--- config.mk ---
export PLATFORM = sky130hd
export DESIGN_NAME = seq_detect_sched
export DESIGN_NICKNAME = d
export VERILOG_FILES = /design/src/rtl/seq_sched_pkg.sv /design/src/rtl/pat_detect_ovl.sv /design/src/rtl/seq_detect_sched.sv
export SDC_FILE = /design/constraint.sdc
export NUM_CORES = 1
export LEC_CHECK = 0
export BUFFER_PORTS_ARGS = -buffer_cell sky130_fd_sc_hd__buf_2
export CORE_MARGIN = 1
export CORE_UTILIZATION = 45
export CTS_BUF_LIST = sky130_fd_sc_hd__clkbuf_16
export DETAILED_ROUTE_END_ITERATION = 8
export PLACE_DENSITY = 0.84
export SYNTH_ARGS = -nofsm -noshare
export SYNTH_HDL_FRONTEND = slang
export SYNTH_SLANG_ARGS = --single-unit
--- constraint.sdc ---
create_clock -name clk -period 5.32 [get_ports clk]
set_input_delay 0.266 -clock clk [delete_from_list [all_inputs] [get_ports clk]]
set_output_delay 0.266 -clock clk [all_outputs]
set_load 0.05 [all_outputs]
--- src/rtl/seq_sched_pkg.sv ---
// Shared types for the round-robin scheduled sequence detector.
// Holds the scheduler state encoding and the default detect pattern.
package seq_sched_pkg;

   typedef enum logic [1:0] {
      IDLE,
      SHIFT,
      REPORT
   } sched_state_t;

   localparam logic [3:0] DEFAULT_PATTERN = 4'b1010;

endpackage

--- src/rtl/pat_detect_ovl.sv ---
// Overlapping serial pattern detector; match is Mealy on the incoming bit.
// No backpressure: one bit is consumed on every bit_vld cycle, clr wipes history.
module pat_detect_ovl
   import seq_sched_pkg::*;
#(
   parameter int               PAT_W   = 4,
   parameter logic [PAT_W-1:0] PATTERN = DEFAULT_PATTERN
) (
   input  logic clk,
   input  logic rst,
   input  logic clr,
   input  logic bit_vld,
   input  logic bit_i,
   output logic match
);

   localparam int              FILL_W   = $clog2(PAT_W);
   localparam logic [FILL_W-1:0] FILL_MAX = FILL_W'(PAT_W - 1);

   logic [PAT_W-2:0]  hist;
   logic [FILL_W-1:0] fill;
   logic [PAT_W-1:0]  win;

   assign win   = {hist, bit_i};
   // fill saturates, so equality means "at least PAT_W-1 bits of history"
   assign match = bit_vld && (fill == FILL_MAX) && (win == PATTERN);

   always_ff @(posedge clk or negedge rst) begin
      if (!rst) begin
         hist <= '0;
         fill <= '0;
      end else if (clr) begin
         hist <= '0;
         fill <= '0;
      end else if (bit_vld) begin
         hist <= win[PAT_W-2:0];
         if (fill != FILL_MAX) fill <= fill + 1'b1;
      end
   end

endmodule

--- src/rtl/seq_detect_sched.sv ---
// Round-robin share of one overlap detector; result WORD_W+1 cycles after accept.
// Result held until res_ready; SEQ_FIRST_POS_EN adds res_first_pos output.
module seq_detect_sched
   import seq_sched_pkg::*;
#(
   parameter int               NREQ    = 4,
   parameter int               WORD_W  = 16,
   parameter int               PAT_W   = 4,
   parameter logic [PAT_W-1:0] PATTERN = DEFAULT_PATTERN,
   localparam int              ID_W    = $clog2(NREQ),
   localparam int              CNT_W   = $clog2(WORD_W + 1)
) (
   input  logic                   clk,
   input  logic                   rst,
   input  logic [NREQ-1:0]        req,
   input  logic [NREQ*WORD_W-1:0] word_i,
   output logic [NREQ-1:0]        ack_o,
   output logic                   res_valid,
   input  logic                   res_ready,
   output logic [ID_W-1:0]        res_id,
   output logic [CNT_W-1:0]       res_count,
`ifdef SEQ_FIRST_POS_EN
   output logic [CNT_W-1:0]       res_first_pos,
`endif
   output logic                   busy
);

   localparam int BIT_W = (WORD_W > 1) ? $clog2(WORD_W) : 1;

   sched_state_t      state, state_nxt;
   logic [ID_W-1:0]   last_grant;
   logic [ID_W-1:0]   gnt_id;
   logic [ID_W-1:0]   cand;
   logic              gnt_vld;
   logic              accept;
   logic [WORD_W-1:0] sreg;
   logic [BIT_W-1:0]  bitcnt;
   logic              last_bit;
   logic              match;
   logic [CNT_W-1:0]  count;
   logic [ID_W-1:0]   id_q;

   // first requester strictly after last_grant, wrapping around
   always_comb begin
      gnt_vld = 1'b0;
      gnt_id  = '0;
      cand    = '0;
      for (int i = 1; i <= NREQ; i++) begin
         cand = ID_W'((int'(last_grant) + i) % NREQ);
         if (!gnt_vld && req[cand]) begin
            gnt_vld = 1'b1;
            gnt_id  = cand;
         end
      end
   end

   assign last_bit = (bitcnt == BIT_W'(WORD_W - 1));

   // ack is combinational; gating with rst keeps it low while reset is held
   always_comb begin
      state_nxt = state;
      ack_o     = '0;
      case (state)
         IDLE: begin
            if (gnt_vld && rst) begin
               ack_o[gnt_id] = 1'b1;
               state_nxt     = SHIFT;
            end
         end
         SHIFT:   if (last_bit) state_nxt = REPORT;
         REPORT:  if (res_ready) state_nxt = IDLE;
         default: state_nxt = IDLE;
      endcase
   end

   assign accept = |ack_o;

   always_ff @(posedge clk or negedge rst) begin
      if (!rst) state <= IDLE;
      else      state <= state_nxt;
   end

   always_ff @(posedge clk or negedge rst) begin
      if (!rst) begin
         last_grant <= ID_W'(NREQ - 1);
         id_q       <= '0;
         sreg       <= '0;
         bitcnt     <= '0;
         count      <= '0;
      end else if (accept) begin
         last_grant <= gnt_id;
         id_q       <= gnt_id;
         sreg       <= word_i[gnt_id*WORD_W +: WORD_W];
         bitcnt     <= '0;
         count      <= '0;
      end else if (state == SHIFT) begin
         sreg   <= sreg << 1;
         bitcnt <= bitcnt + 1'b1;
         if (match) count <= count + 1'b1;
      end
   end

   pat_detect_ovl #(
      .PAT_W   (PAT_W),
      .PATTERN (PATTERN)
   ) u_det (
      .clk     (clk),
      .rst     (rst),
      .clr     (accept),
      .bit_vld (state == SHIFT),
      .bit_i   (sreg[WORD_W-1]),
      .match   (match)
   );

`ifdef SEQ_FIRST_POS_EN
   // all-ones doubles as "no match yet"; real indices never reach it
   logic [CNT_W-1:0] first_pos;

   always_ff @(posedge clk or negedge rst) begin
      if (!rst)
         first_pos <= '1;
      else if (accept)
         first_pos <= '1;
      else if ((state == SHIFT) && match && (first_pos == '1))
         first_pos <= CNT_W'(bitcnt);
   end

   assign res_first_pos = first_pos;
`endif

   assign res_valid = (state == REPORT);
   assign res_id    = id_q;
   assign res_count = count;
   assign busy      = (state != IDLE);

endmodule

# --- Word level (Yosys, flattened, before mapping) ---
# Index checks and enable logic that the tools add are counted.
# Widths: inputs -> output; s select.
classes:
  shifts: 1
  mux: 36
  n_div: 0
  n_mul: 0
  n_eq_ne: 9
  add_sub_neg: 7
  reduce_logical: 19
  bitwise_logic: 0
  magnitude_cmp: 6
op_table:
  columns: ["cell", "n"]
  rows:
  - ["$shiftx 64x7->16", 1]
  - ["$mux 16", 2]
  - ["$mux 2", 10]
  - ["$mux 4", 4]
  - ["$lt 2x3->1 const B", 5]
  - ["$mux 5", 3]
  - ["$mux 1", 9]
  - ["$bmux 1 s2", 4]
  - ["$eq 4x4->1 const B", 2]
  - ["$reduce_bool 2->1", 4]
  - ["$logic_and 1x1->1", 7]
  - ["$add 2x1->2 const B", 3]
  - ["$mux 3", 2]
  - ["$ne 2x2->1 const B", 3]
  - ["$pmux 2 s3", 1]
  - ["$add 5x1->5 const B", 1]
  - ["$add 2x2->2 const B", 2]
  - ["$add 4x1->4 const B", 1]
  - ["$eq 2x2->1 const B", 2]
  - ["$reduce_and 2->1", 2]
  - ["$reduce_or 4->1", 1]
  - ["$logic_not 1->1", 3]
  - ["$reduce_and 3->1", 1]
  - ["$demux 1 s2", 1]
  - ["4 further kinds", 4]
word_totals:
  elab_cells: 86
  reg_bits: 36
  latch_bits: 0
  ram_bits: 0
  n_memories: 0
  inputBits: 71
  mem_bits_ro: 0
  output_inout_bits: 13

# --- Logic depth before layout (Yosys ltp) ---
depth:
  ltp_word: 22
  ltp_mapped: 7
  mapped_depth_nobuf: 6

# --- Modules after synthesis ---
# From an unflattened synthesis, not the netlist that was laid out.
unflattened:
  cells_unflattened: 194
  area_unflattened_um2: 2124.5
modules_own_cells:
  columns: ["mod", "area_each_um2", "instances", "cells_each", "seq_area_each_um2"]
  rows:
  - ["seq_detect_sched", 1856.8, 1, 172, 778.2]
  - ["pat_detect_ovl", 267.8, 1, 22, 125.1]

# --- Least setup slack after synthesis ---
# Ideal clock, no wire load.
synth_timing:
  path_kind: "flip-flop to output port"
  start: "reg last_grant[1]"
  end: "out ack_o[1]"
  required_ns: 5.054
  stages_incl_launch_ff: 7
  t_arrival_ns: 2.048
  path_slack_ns: 3.006
  n_path_buf: 2
  path_cell_list: "dfstp_2 > mux2i_1 > o221a_2 > nand2b_1 > buf_2 > buf_4 > nor2_1"
synth_via:
  elab_chain_len: 19
  elab_cells_between_ends: 34
  cone_classes: "add/sub (4); order compare (2); mux (20); reduce/logical (8)"
synth_lines:
  columns: ["item", "line", "source"]
  rows:
  - ["start: declaration", "seq_detect_sched.sv:31", "logic [ID_W-1:0] last_grant;"]
  - ["start signal: assignment", "seq_detect_sched.sv:85", "last_grant <= ID_W'(NREQ - 1);"]
  - ["start signal: assignment", "seq_detect_sched.sv:91", "last_grant <= gnt_id;"]
  - ["$add 2x1->2", "seq_detect_sched.sv:49", "cand = ID_W'((int'(last_grant) + i) % NREQ);"]
  - ["$bmux 1 s2", "seq_detect_sched.sv:50", "if (!gnt_vld && req[cand]) begin"]
  - ["$mux 1 (not written as such)", "seq_detect_sched.sv:50", null]
  - ["$mux 1", "seq_detect_sched.sv:50", null]
  - ["$logic_not 1->1", "seq_detect_sched.sv:50", null]
  - ["$logic_and 1x1->1", "seq_detect_sched.sv:50", null]
  - ["$mux 1", "seq_detect_sched.sv:50", null]
  - ["$logic_not 1->1", "seq_detect_sched.sv:50", null]
  - ["[3 not listed]", null, null]
  - ["$logic_and 1x1->1", "seq_detect_sched.sv:50", null]
  - ["$mux 2", "seq_detect_sched.sv:50", null]
  - ["$lt 2x3->1 (not written as such) / $ge 2x1->1 (equally long branches)", "seq_detect_sched.sv:66", "ack_o[gnt_id] = 1'b1;"]
  - ["$logic_and 1x1->1 (not written as such)", "seq_detect_sched.sv:66", null]
  - ["$mux 1 (not written as such)", "seq_detect_sched.sv:66", null]
  - ["$demux 1 s2", "seq_detect_sched.sv:66", null]
  - ["$mux 4 *", "seq_detect_sched.sv:65", "if (gnt_vld && rst) begin"]
  - ["$mux 4 *", "seq_detect_sched.sv:63", "case (state)"]
  - ["end: declaration", "seq_detect_sched.sv:17", "output logic [NREQ-1:0] ack_o,"]
# Mark *: on every way between the ends. The rest lies on a longest branch, timed or not. The select of a mux whose other input is x is not followed.

# --- Final worst setup path ---
layout_timing:
  start: "in rst"
  end: "out ack_o[0]"
layout_via:
  elab_chain_len: 3
layout_lines:
  columns: ["item", "line", "source"]
  rows:
  - ["start: declaration", "seq_detect_sched.sv:14", "input logic rst,"]
  - ["$logic_and 1x1->1", "seq_detect_sched.sv:65", null]
  - ["$mux 4", "seq_detect_sched.sv:65", null]
  - ["$mux 4", "seq_detect_sched.sv:63", null]
# Every way passes these cells.

==> summary.log <==
qor: floorplan.placementRows 25
qor: power.total_leakage_power 1.44 nW
qor: cts.cts_hold_buffers 0
qor: floorplan.die_area 0.00528 mm²
qor: cts.post_cts_buffers 0
qor: cts.cts_sinks 36
qor: grt.grt_first_pass_wirelength 7580 µm
qor: sta.timing.clock.skew 0.00242 ns
qor: run_status.outcome completed
qor: grt.global_route.overflow_total 0
qor: cts.clk_root_buffer_cell clkbuf_16
qor: critical_path.regToRegSetupSlack 3.17 ns
qor: cts.cts-root-to-sink-buffers 2
qor: yosys.yosysUniqueCellTypes 37
qor: yosys.synth_xor_xnor_area_share 2.73%
qor: floorplan.die_width 72.7 µm
qor: power.irDropWorstVdd 217 µV
qor: cts.clock_tree_from_tritoncts done
qor: yosys.synth_seq_area_share 40.2%
qor: grt.grt_start_max_net_pins 39
qor: floorplan.effective_utilization_at_floorplan 47.3%
qor: yosys.synth_top_family_by_area compound AO/OA/AOI/OAI gates
qor: floorplan.chipHeight 72.7 µm
qor: sta.report.final.slew_viol_count 0
qor: route.via_per_inst 5.27
qor: route.vias 1891
qor: critical_path.last_element_of_the_critical_path ack_o[0]
qor: yosys.register_bit_total_from_synthesis 36
qor: sta.hold_viol 0
qor: route.wire_per_inst 13.1 µm
qor: yosys.synth_net_count 288
qor: route.totalWireLength 4690 µm
qor: place.port_buffers 83
qor: sta.finalCriticalPeriod 2.62 ns
qor: power.powerDensity 514 mW/mm²
qor: sta.setup-violations-final 0
qor: finish.syn2layout_area_growth 24.6%
qor: finish.layout_net_count 365
qor: yosys.synth.mux.area_fraction 15.3%
qor: grt.track_usage 18.8%
qor: yosys.synthesis.area_per_instance 10.5 µm²
qor: critical_path.critPathKind in2out
qor: yosys.synth_warnings 0
qor: critical_path.r2r_cells 5
qor: critical_path.critPathRequiredTime 5.05 ns
qor: sta.max_slew.worst_pin.slew 1.04 ns
qor: critical_path.worst_ep_arrival_time 2.36 ns
qor: cts.clkTransAtPathRegs 0.05 ns
qor: cts.cts_inserted_buffers 5
qor: sta.timing.final.crit_share 49.3%
qor: yosys.synth_adder_area_share 1.67%
qor: critical_path.worst_setup_path_end_kind output port
qor: floorplan.core_area 0.00475 mm²
qor: critical_path.start_kind input port
qor: route.postRouteAntennaNets 0
qor: place.gpl.final_weighted_congestion 0.754
qor: cts.clkLatencyLatePin 0.28 ns
qor: floorplan.io_count 84
qor: sta.rsz0062_at_grt no
qor: run.drv_cap 0
qor: place.detailed_place_hpwl 3290 µm
qor: critical_path.crit-reg2reg-capture sreg[0]$_DFFE_PN0P_
qor: grt.grt_antenna_before_repair 0
qor: finish.diodes 0
qor: cts.post_cts_resize_count 0
qor: route.first_iter_violations 96
qor: finish.drive_above_1_share 39.0%
qor: critical_path.critical_path.startpoint rst
qor: yosys.share_of_the_synthesized_area_in_compound_gates_ao_oa_aoi_oai 19.2%
qor: critical_path.critical_path.max_fanout 38
qor: route.drcViolationCount 0
qor: hold_path.min_path_type in2async
qor: route.drtPass1Iterations 4
qor: sta.fmax 0.381 GHz
qor: grt.vias_in_the_first_global_route 1808
qor: yosys.post_synth_and_or_nand_nor_area_fraction 14.9%
qor: critical_path.timing.rr.start last_grant[0]$_DFFE_PN1P_
qor: power.report.power.total 1.44 mW
qor: sta.max-slew-margin-rel 30.5%
qor: sta.setup-tns-final 0 ns
qor: yosys.cell_area_after_synthesis 0.00225 mm²
qor: yosys.syn-instance-count 214
qor: cts.htreeDepth 2
-- registers in the layout, summed over array words and instances, names as in the netlist --
| register | flops |
|---|---|
| state | 2 |
| bitcnt | 4 |
| res_id | 2 |
| sreg | 16 |
| last_grant | 2 |
| res_count | 5 |
| u_det.hist | 3 |
| u_det.fill | 2 |
-- metal layers --
layer / part of all wire [%] / GRT usage [%] / vias to the layer above
met4: 1.9 / 8.93 / 0
met1: 43 / 21.6 / 881
met3: 4.8 / 4.56 / 7
li1: - / - / 938
met5: 0 / 0 / -
met2: 50 / 32.8 / 65
-- metrics by stage --
step	utilization, %	area, µm²	worst slack (ns)	hold slack [ns]	cells
after floorplan	-	2250	3.01	-0.0296	214
after global placement	56.0	2660	2.65	0.404	351
after detailed placement	56.0	2660	2.62	0.403	351
after CTS	58.9	2800	2.62	0.115	359
after global routing	58.9	2800	2.44	0.159	359
final	58.9	2800	2.70	0.0818	359
-- power breakdown --
| group | switching [mW] | internal, mW | total [mW] |
|---|---|---|---|
| registers | 0.0779 | 0.395 | 0.473 |
| logic | 0.401 | 0.294 | 0.695 |
| clock network | 0.102 | 0.168 | 0.270 |
-- layout make-up --
| type | instances | area, µm² |
|---|---|---|
| Clock buffer | 5 | 125 |
| Clock inverter | 3 | 11.3 |
| Fill cell | 432 | 1960 |
| Inverter | 3 | 11.3 |
| Multi-Input combinational cell | 159 | 1230 |
| Sequential cell | 36 | 903 |
| Tap cell | 67 | 83.8 |
| Timing Repair Buffer | 86 | 438 |
-- critical path: stages --
cell	delay, ns
buf_2	0.62
o311a_2	0.56
nand2_2	0.41
nor2_1	0.19
buf_2	0.28
-- cell usage after synthesis --
master     n  share of area, %
nand2b_1   3              0.84
nand3_1    2              0.45
nor3_1     1              0.22
nor2b_1    2              0.56
ha_1       3               1.7
o311ai_0   1              0.39
clkbuf_1   7               1.2
o221a_2    1              0.50
and2b_2    1              0.39
inv_1      3              0.50
a21oi_1   17               3.8
nand2_2    1              0.28
buf_8      1              0.67
nor4bb_1   1              0.45
o221a_1    1              0.50
buf_12     2               1.8
xnor2_1    2              0.78
o221ai_2  15                10
buf_2      2              0.45
or2_1      1              0.28
nor2_1    13               2.2
xor2_1     5               1.9
nand4_1    3              0.84
mux2i_1   32                14
o21ai_0    8               1.8
buf_6      2               1.0
buf_4      1              0.33
dfrtp_1   34                38
a221oi_2   1              0.67
nand2_1   22               3.7
and3_1    17               4.7
mux2_1     2               1.0
a22o_1     1              0.39
buf_1      1              0.17
dfstp_2    2               2.3
o21a_1     2              0.67
o311a_2    1              0.50
-- cell families (layout without fill, tap and decap cells) --
group / count (synthesis) / in the layout
simple gates: 67 / 67
compound gates: 48 / 48
flops: 36 / 36
mux: 34 / 34
buf+inv: 19 / 97
xor+xnor: 7 / 7
fa+ha+maj: 3 / 3
-- worst min path at each step --
| stage | cells past startpoint | end | slack, ns | from |
|---|---|---|---|---|
| floorplan | 0 | bitcnt[0]$_DFFE_PN0P_ | -0.03 | rst |
| global placement | 1 | res_count[1]$_DFFE_PN0P_ | 0.40 | rst |
| detailed placement | 1 | sreg[6]$_DFFE_PN0P_ | 0.40 | rst |
| CTS | 1 | u_det.hist[0]$_DFFE_PN0P_ | 0.12 | rst |
| global route | 1 | sreg[9]$_DFFE_PN0P_ | 0.16 | rst |
| finish | 1 | sreg[6]$_DFFE_PN0P_ | 0.08 | rst |
-- cells in the final DEF, fill, tap and decap left out, types with 2 or more instances in the layout --
master / count
a21oi_1: 17
and3_1: 17
buf_2: 83
buf_4: 3
clkbuf_16: 5
dfrtp_1: 34
dfstp_2: 2
ha_1: 3
inv_1: 5
mux2_1: 2
mux2i_1: 32
nand2_1: 22
nand2b_1: 3
nand3_1: 2
nand4_1: 3
nor2_1: 13
nor2b_1: 2
o21a_1: 2
o21ai_0: 8
o221ai_2: 15
xnor2_1: 2
xor2_1: 5
No activity file was read; power rests on OpenSTA's default activity.
